**src/rtl/tt_sweep_if.sv**
```systemverilog
`default_nettype none
// ============================================================================
// Module      : tt_sweep_if
// Description : Sweep handshake, pattern outputs and captured truth table.
//               The ones field exists only with TT_SWEEP_ONES_COUNT_EN.
// Revision    : 1.0 - initial release
// ============================================================================
interface tt_sweep_if;
    logic         start;
    logic         f_in;
    logic         x0;
    logic         x1;
    logic         x2;
    logic         x3;
    logic         x4;
    logic         x5;
    logic         x6;
    logic         busy;
    logic [127:0] tt;
    logic         tt_valid;
`ifdef TT_SWEEP_ONES_COUNT_EN
    logic [7:0]   ones;

    modport master (
        output start, f_in,
        input  x0, x1, x2, x3, x4, x5, x6, busy, tt, tt_valid, ones
    );
    modport slave (
        input  start, f_in,
        output x0, x1, x2, x3, x4, x5, x6, busy, tt, tt_valid, ones
    );
`else
    modport master (
        output start, f_in,
        input  x0, x1, x2, x3, x4, x5, x6, busy, tt, tt_valid
    );
    modport slave (
        input  start, f_in,
        output x0, x1, x2, x3, x4, x5, x6, busy, tt, tt_valid
    );
`endif
endinterface
`default_nettype wire

```
**src/rtl/tt_sweep.sv**
```systemverilog
`default_nettype none
// ============================================================================
// Module      : tt_sweep
// Description : Drives all 128 patterns of a 7-input function and captures its
//               truth table. Optional popcount via TT_SWEEP_ONES_COUNT_EN.
// Revision    : 1.0 - initial release
// ============================================================================
module tt_sweep (
    input  wire logic clk,
    input  wire logic rst,
    tt_sweep_if.slave bus
);

    localparam logic [1:0] c_IDLE  = 2'd0;
    localparam logic [1:0] c_SWEEP = 2'd1;
    localparam logic [1:0] c_DONE  = 2'd2;
    localparam logic [6:0] c_LAST  = 7'd127;

    logic [1:0]   r_state;
    logic [6:0]   r_cnt;
    logic [127:0] r_tt;
    logic         w_sweep;

    assign w_sweep = (r_state == c_SWEEP);

    always_ff @(posedge clk) begin
        if (rst) begin
            r_state <= c_IDLE;
            r_cnt   <= 7'd0;
            r_tt    <= 128'd0;
        end else begin
            case (r_state)
                c_IDLE: begin
                    if (bus.start) begin
                        r_cnt   <= 7'd0;
                        r_tt    <= 128'd0;
                        r_state <= c_SWEEP;
                    end
                end
                c_SWEEP: begin
                    // cnt wraps to 0 naturally on the last pattern
                    r_tt[r_cnt] <= bus.f_in;
                    r_cnt       <= r_cnt + 7'd1;
                    if (r_cnt == c_LAST) begin
                        r_state <= c_DONE;
                    end
                end
                c_DONE: begin
                    r_state <= c_IDLE;
                end
                default: begin
                    r_state <= c_IDLE;
                end
            endcase
        end
    end

`ifdef TT_SWEEP_ONES_COUNT_EN
    logic [7:0] r_ones;

    always_ff @(posedge clk) begin
        if (rst) begin
            r_ones <= 8'd0;
        end else if ((r_state == c_IDLE) && bus.start) begin
            r_ones <= 8'd0;
        end else if (w_sweep) begin
            r_ones <= r_ones + {7'd0, bus.f_in};
        end
    end

    assign bus.ones = r_ones;
`endif

    // Patterns are forced to zero outside SWEEP so the downstream logic idles.
    assign bus.x0 = w_sweep & r_cnt[0];
    assign bus.x1 = w_sweep & r_cnt[1];
    assign bus.x2 = w_sweep & r_cnt[2];
    assign bus.x3 = w_sweep & r_cnt[3];
    assign bus.x4 = w_sweep & r_cnt[4];
    assign bus.x5 = w_sweep & r_cnt[5];
    assign bus.x6 = w_sweep & r_cnt[6];

    assign bus.busy     = (r_state == c_SWEEP) || (r_state == c_DONE);
    assign bus.tt       = r_tt;
    assign bus.tt_valid = (r_state == c_DONE);

endmodule
`default_nettype wire

```
**src/flat_wrapper.sv**
```systemverilog
// flat-port wrapper written by rule: the top's interface ports become plain ports
module tt_sweep_flat 
  (clk, rst, bus_start, bus_f_in, bus_x0, bus_x1, bus_x2, bus_x3, bus_x4, bus_x5, bus_x6, bus_busy, bus_tt, bus_tt_valid);
  tt_sweep_if bus_i ();
  input  wire logic clk;
  input  wire logic rst;
  input wire logic [$bits(bus_i.start)-1:0] bus_start;
  input wire logic [$bits(bus_i.f_in)-1:0] bus_f_in;
  output wire logic [$bits(bus_i.x0)-1:0] bus_x0;
  output wire logic [$bits(bus_i.x1)-1:0] bus_x1;
  output wire logic [$bits(bus_i.x2)-1:0] bus_x2;
  output wire logic [$bits(bus_i.x3)-1:0] bus_x3;
  output wire logic [$bits(bus_i.x4)-1:0] bus_x4;
  output wire logic [$bits(bus_i.x5)-1:0] bus_x5;
  output wire logic [$bits(bus_i.x6)-1:0] bus_x6;
  output wire logic [$bits(bus_i.busy)-1:0] bus_busy;
  output wire logic [$bits(bus_i.tt)-1:0] bus_tt;
  output wire logic [$bits(bus_i.tt_valid)-1:0] bus_tt_valid;
  assign bus_i.start = bus_start;
  assign bus_i.f_in = bus_f_in;
  assign bus_x0 = bus_i.x0;
  assign bus_x1 = bus_i.x1;
  assign bus_x2 = bus_i.x2;
  assign bus_x3 = bus_i.x3;
  assign bus_x4 = bus_i.x4;
  assign bus_x5 = bus_i.x5;
  assign bus_x6 = bus_i.x6;
  assign bus_busy = bus_i.busy;
  assign bus_tt = bus_i.tt;
  assign bus_tt_valid = bus_i.tt_valid;
  tt_sweep u_core (.clk(clk), .rst(rst), .bus(bus_i));
endmodule
```
**config.mk**
```make
export PLATFORM = sky130hd
export DESIGN_NAME = tt_sweep_flat
export DESIGN_NICKNAME = d
export VERILOG_FILES = /design/src/rtl/tt_sweep_if.sv /design/src/rtl/tt_sweep.sv /design/src/flat_wrapper.sv
export SDC_FILE = /design/constraint.sdc
export NUM_CORES = 1
export LEC_CHECK = 0
export BUFFER_PORTS_ARGS = -buffer_cell sky130_fd_sc_hd__buf_2
export CORE_MARGIN = 2
export CORE_UTILIZATION = 50
export DETAILED_ROUTE_END_ITERATION = 8
export GPL_TIMING_DRIVEN = 0
export PLACE_DENSITY = 0.77
export SLEW_MARGIN = 30
export SYNTH_ARGS = -nofsm -noshare
export SYNTH_HDL_FRONTEND = slang
export SYNTH_SLANG_ARGS = --single-unit
```
**constraint.sdc**
```tcl
create_clock -name clk -period 6.2 [get_ports clk]
set_input_delay 0.31 -clock clk [delete_from_list [all_inputs] [get_ports clk]]
set_output_delay 0.31 -clock clk [all_outputs]
set_load 0.02 [all_outputs]
```
Word-level counts from Yosys, hierarchy flattened
Cells that the tools add are included.

cells by class
  $add $sub $neg = 1
  magnitude comparators = 2
  equality and inequality tests = 5
  mux-type cells = 10
  bitwise logic cells = 7
  reduce and logical (&&, ||, !) cells = 6

operators with widths
  kind                                                                   number
  128-bit case mux with 2 select lines                                   1
  128-bit bitwise mux                                                    1
  128-bit two-way mux                                                    1
  7-bit case mux with 2 select lines                                     1
  7-bit by 8-bit < comparator with 1-bit output, second input constant   1
  7-bit by 1-bit adder with 7-bit output, second input constant          1
  1-bit bitwise AND                                                      7
  1-bit demux with 7-bit select                                          1
  7-bit equality test, second input constant                             1
  7-bit by 1-bit >= comparator with 1-bit output, second input constant  1
  7-bit two-way mux                                                      1
  2-bit two-way mux                                                      2
  2-bit != test, second input constant                                   2
  2-bit case mux with 2 select lines                                     1
  2-bit AND reduction                                                    2
  2-bit by 1-bit equality test with 1-bit output, second input constant  1
  2-bit equality test, second input constant                             1
  2-bit zero test                                                        1
  2-bit nonzero test                                                     1
  1-bit logical AND                                                      1
  1-bit logical OR                                                       1
  1-bit two-way mux                                                      1

word-level totals
  flip-flop bits (word level) = 137
  bits of input ports = 4
  output and inout port bits = 137
  word-level logic and storage cells = 34

Longest topological paths before layout
  depth in word-level cells = 6
  depth in mapped cells = 9
  mapped depth without buffers = 6

Worst setup path before layout
Ideal clock, no wire load.

  path type = register to register
  from = register u_core.r_state[0]
  to = register u_core.r_tt[121] (netlist: u_core.bus.tt[121])
  library setup time = 129 ps
  arrival time = 1,847 ps
  slack = 4,223 ps
  stages on the path, launching flop included = 10
  path buffers = 3
  period minus slack after synthesis = 1,977 ps
  cells stage by stage = dfxtp_1 inv_1 ha_1 buf_4 mux2i_1 or4b_1 clkbuf_2 buf_6 o211ai_1 o31ai_1

between the ends
  word-level cells in the longest chain between the ends = 3
  elaborated cells on any way between the ends = 6
  classes of those cells = eq/ne (2); mux (1); reduce/logical (3)

ends and longest elaborated chain
  item                                                                                      line            text
  start: declaration                                                                        tt_sweep.sv:19  logic [1:0] r_state;
  start signal: assignment                                                                  tt_sweep.sv:28  r_state <= c_IDLE;
  start signal: assignment                                                                  tt_sweep.sv:37  r_state <= c_SWEEP;
  start signal: assignment                                                                  tt_sweep.sv:45  r_state <= c_DONE;
  2-bit by 1-bit equality test with 1-bit output / 2-bit zero test (equally long branches)  tt_sweep.sv:32  case (r_state)
  2-bit nonzero test (no line) / 2-bit != test (equally long branches)                      -
  2-bit AND reduction (no line)                                                             -
  end signal: indexed assignment                                                            tt_sweep.sv:42  r_tt[r_cnt] <= bus.f_in;
  end: declaration                                                                          tt_sweep.sv:21  logic [127:0] r_tt;

Parallel ways exist; a longest one is shown, timed or not.
A chain may end at the register's enable or synchronous reset.

Final worst setup path
  from = register u_core.r_state[0]
  to = register u_core.r_tt[68] (netlist: u_core.bus.tt[68])

The elaborated chain is that of the path after synthesis.

==> metrics <==
post-cts sizing count=0; fin area=between 7000 and 8000 µm²; initial core utilization=0.5189; Sink Count=roughly 140; Core ar.=between 10000 and 15000 µm²; area delta synth->final=25.16%; initial antenna violation count=0; Worst setup EP type=flip-flop; # rows=38; vias=5752; skew final=0.005882 ns; Crit Path Class=flip-flop to flip-flop; Die Area=about 12000 µm²; final setup TNS=0 ns; Root Driver=clkbuf_16; All-Layer GR Usage=0.2807; DP HPWL=between 10000 and 15000 µm; Die X=around 110 µm; outcome=complete, no violations; Max-slew headroom=0.5614; fin crit share=0.3988; worst slew pin tran=about 0.65 ns; worst path required time=between 6 and 7 ns; CTS H-tree depth=4; crit path cell chain=inv_1 > ha_1 > buf_4 > a21oi_2 > nand2_1 > clkbuf_1 > o31ai_1; Core Util, Final=0.6495; DRC=0; First DRT Iteration DRCs=approximately 660; Worst VDD drop=about 0.00016 V; Cells after Synth=640; fillers=890; Die H=around 110 µm; delay of the slowest cell on the worst path=between 0.4 and 0.5 ns; first-pass GRT wire length=around 28000 µm; most frequent cells in the layout=buf_2 (151), dfxtp_1 (137), o211ai_1 (72), o31ai_1 (72), clkbuf_1 (64); Post-DP Area=around 6600 µm²; Seq/Total Area, Yosys=0.4812; vias per inst=~6.1; maximum net fanout on the critical path=10; # port buffers=about 140; Syn Nets=around 650; FF-to-FF End=u_core.bus.tt[68]$_SDFFE_PP0P_; hold path start=rst; number of distinct library cells after synthesis=38; worst hold path type=input pin to flip-flop; syn avg cell area=between 8 and 9 µm²; startpoint types=flip-flop; Pwr Density=between 200 and 300 nW/µm²; most common cell after layout, fill and taps aside=buf_2; clock buffer depth=2; layout cell share with drive strength beyond 1=0.2321; final slew viol count=0; Critical Path AT=roughly 2.8 ns; vias in the first global route=roughly 5400; Nets=roughly 810; final setup violation count=0; Hold Crit Depth=2; post-layout min period=around 2.5 ns; antenna viol nets, final=0; clock slew at reported path FFs=around 0.06 ns; Ports=141; Routed WL per cell=approximately 19 µm; Final Hold Fails=0; n_diodes=0; TritonCTS Buffers=17; final hold slack=between 0.2 and 0.3 ns; overall power consumption=between 1.5 and 2 mW; CP Launch Point=u_core.r_state[0]$_SDFFE_PP0P_; Hold Crit Endpoint=u_core.r_cnt[2]$_SDFFE_PP0P_; R2R Setup Slk=approximately 3.7 ns; max_cap viols=0; Pre-Repair DR Iteration Count=7; largest net degree at the start of global routing=17; GR Overflow Total=0; LEAKAGE=2.876 nW; RePlAce Congestion=between 0.8 and 0.9; YS warnings=0; Peak Freq=around 400 MHz; Worst path slowest cell=a21oi_2; Cell Area, Synth=around 5700 µm²; CTS tree=built; clk_lat worst skew=~0.41 ns; Post-CTS Hold Buffers=0; synthesis-stage register bit count=around 140; RSZ-0062 raised after global routing=false; setup bufs post-CTS=0; worst r2r src=u_core.r_state[0]$_SDFFE_PP0P_; Detailed Route WL=17730 µm; R2R cell count=7
-- layout make-up --
class | count | area, µm² | area share
repair buffers | 138 | 690.7 | 0.09683
multi-input cells | 421 | 2605 | 0.3652
inverters | 2 | 7.507 | 0.001052
plain buffers | 80 | 344.1 | 0.04824
clock buffers | 22 | 474.2 | 0.06648
well taps | 140 | 175.2 | 0.02456
clock inverters | 10 | 93.84 | 0.01316
flip-flops and latches | 137 | 2743 | 0.3845
-- cell usage after synthesis (all sizes together) --
cell type    n  area share
o211a        1      0.0018
nor3b        1      0.0013
mux2i       16       0.028
clkbuf      63       0.042
o31ai       72       0.095
nor3        12       0.011
a31oi        1      0.0011
or4b         1      0.0018
xnor2        2      0.0031
o211ai      72       0.095
a22oi        2      0.0026
nor2b        6      0.0066
and4b        1      0.0018
o21ai       42       0.037
nor2        20       0.013
a21oi       43       0.038
nand2       46       0.030
dfxtp      137        0.48
nand4b       2      0.0031
nor4         1      0.0011
nor4b        1      0.0015
a32oi        2      0.0031
or3          1      0.0011
a21o         1      0.0013
nand2b       8      0.0088
nand3b       5      0.0066
and2         7      0.0077
inv          2      0.0013
nand3       47       0.041
mux2         1      0.0020
buf         17       0.019
ha           4      0.0088
xor2         1      0.0015
nand4        2      0.0022
-- worst max-delay path, delay by kind of cell (launching register included) --
| kind | cells | cell delay (ns) |
|---|---|---|
| AO/OA/AOI/OAI | 2 | 0.77 |
| adder cells (fa/ha/maj) | 1 | 0.20 |
| buffers and inverters | 3 | 0.61 |
| flip-flops | 1 | 0.39 |
| AND/OR/NAND/NOR | 1 | 0.40 |
-- cell families after synthesis --
group / synth area share
mux: 0.03008
fa+ha+maj: 0.008782
simple gates: 0.1388
xor+xnor: 0.004611
buf+inv: 0.06169
compound gates: 0.2749
flops: 0.4812
-- how the worst max path moves through the flow --
stage | cells after the start | end | slack [ns]
floorplan | 9 | u_core.bus.tt[121]$_SDFFE_PP0P_ | 4.22
global placement | 7 | u_core.bus.tt[66]$_SDFFE_PP0P_ | 3.88
detailed placement | 7 | u_core.bus.tt[65]$_SDFFE_PP0P_ | 3.82
CTS | 7 | u_core.bus.tt[52]$_SDFFE_PP0P_ | 3.79
global route | 8 | u_core.bus.tt[52]$_SDFFE_PP0P_ | 3.53
finish | 7 | u_core.bus.tt[68]$_SDFFE_PP0P_ | 3.73
-- registers in the layout (all words and copies together) (netlist names) --
signal          count
u_core.bus.tt     128
u_core.r_cnt        7
u_core.r_state      2
-- through the flow --
step / std cells / setup slack [ns]
2_1_floorplan: 640 / 4.223
3_3_place_gp: 918 / 3.882
3_5_place_dp: 918 / 3.818
4_1_cts: 950 / 3.790
5_1_grt: 950 / 3.533
6_report: 950 / 3.728
-- power by group --
group / total [mW] / switching, mW / internal [mW]
logic: 0.111 / 0.0874 / 0.0232
clock network: 0.972 / 0.388 / 0.584
registers: 0.885 / 0.00195 / 0.883
total: 1.97 / 0.478 / 1.49
-- per-layer routing --
metal | wire, µm | global-route usage
met5 | 0 | 0
met4 | 520 | 0.1242
met3 | 1638 | 0.06452
met2 | 8318 | 0.4626
met1 | 7251 | 0.3514
Note: power is estimated with default switching activity, not from simulation.
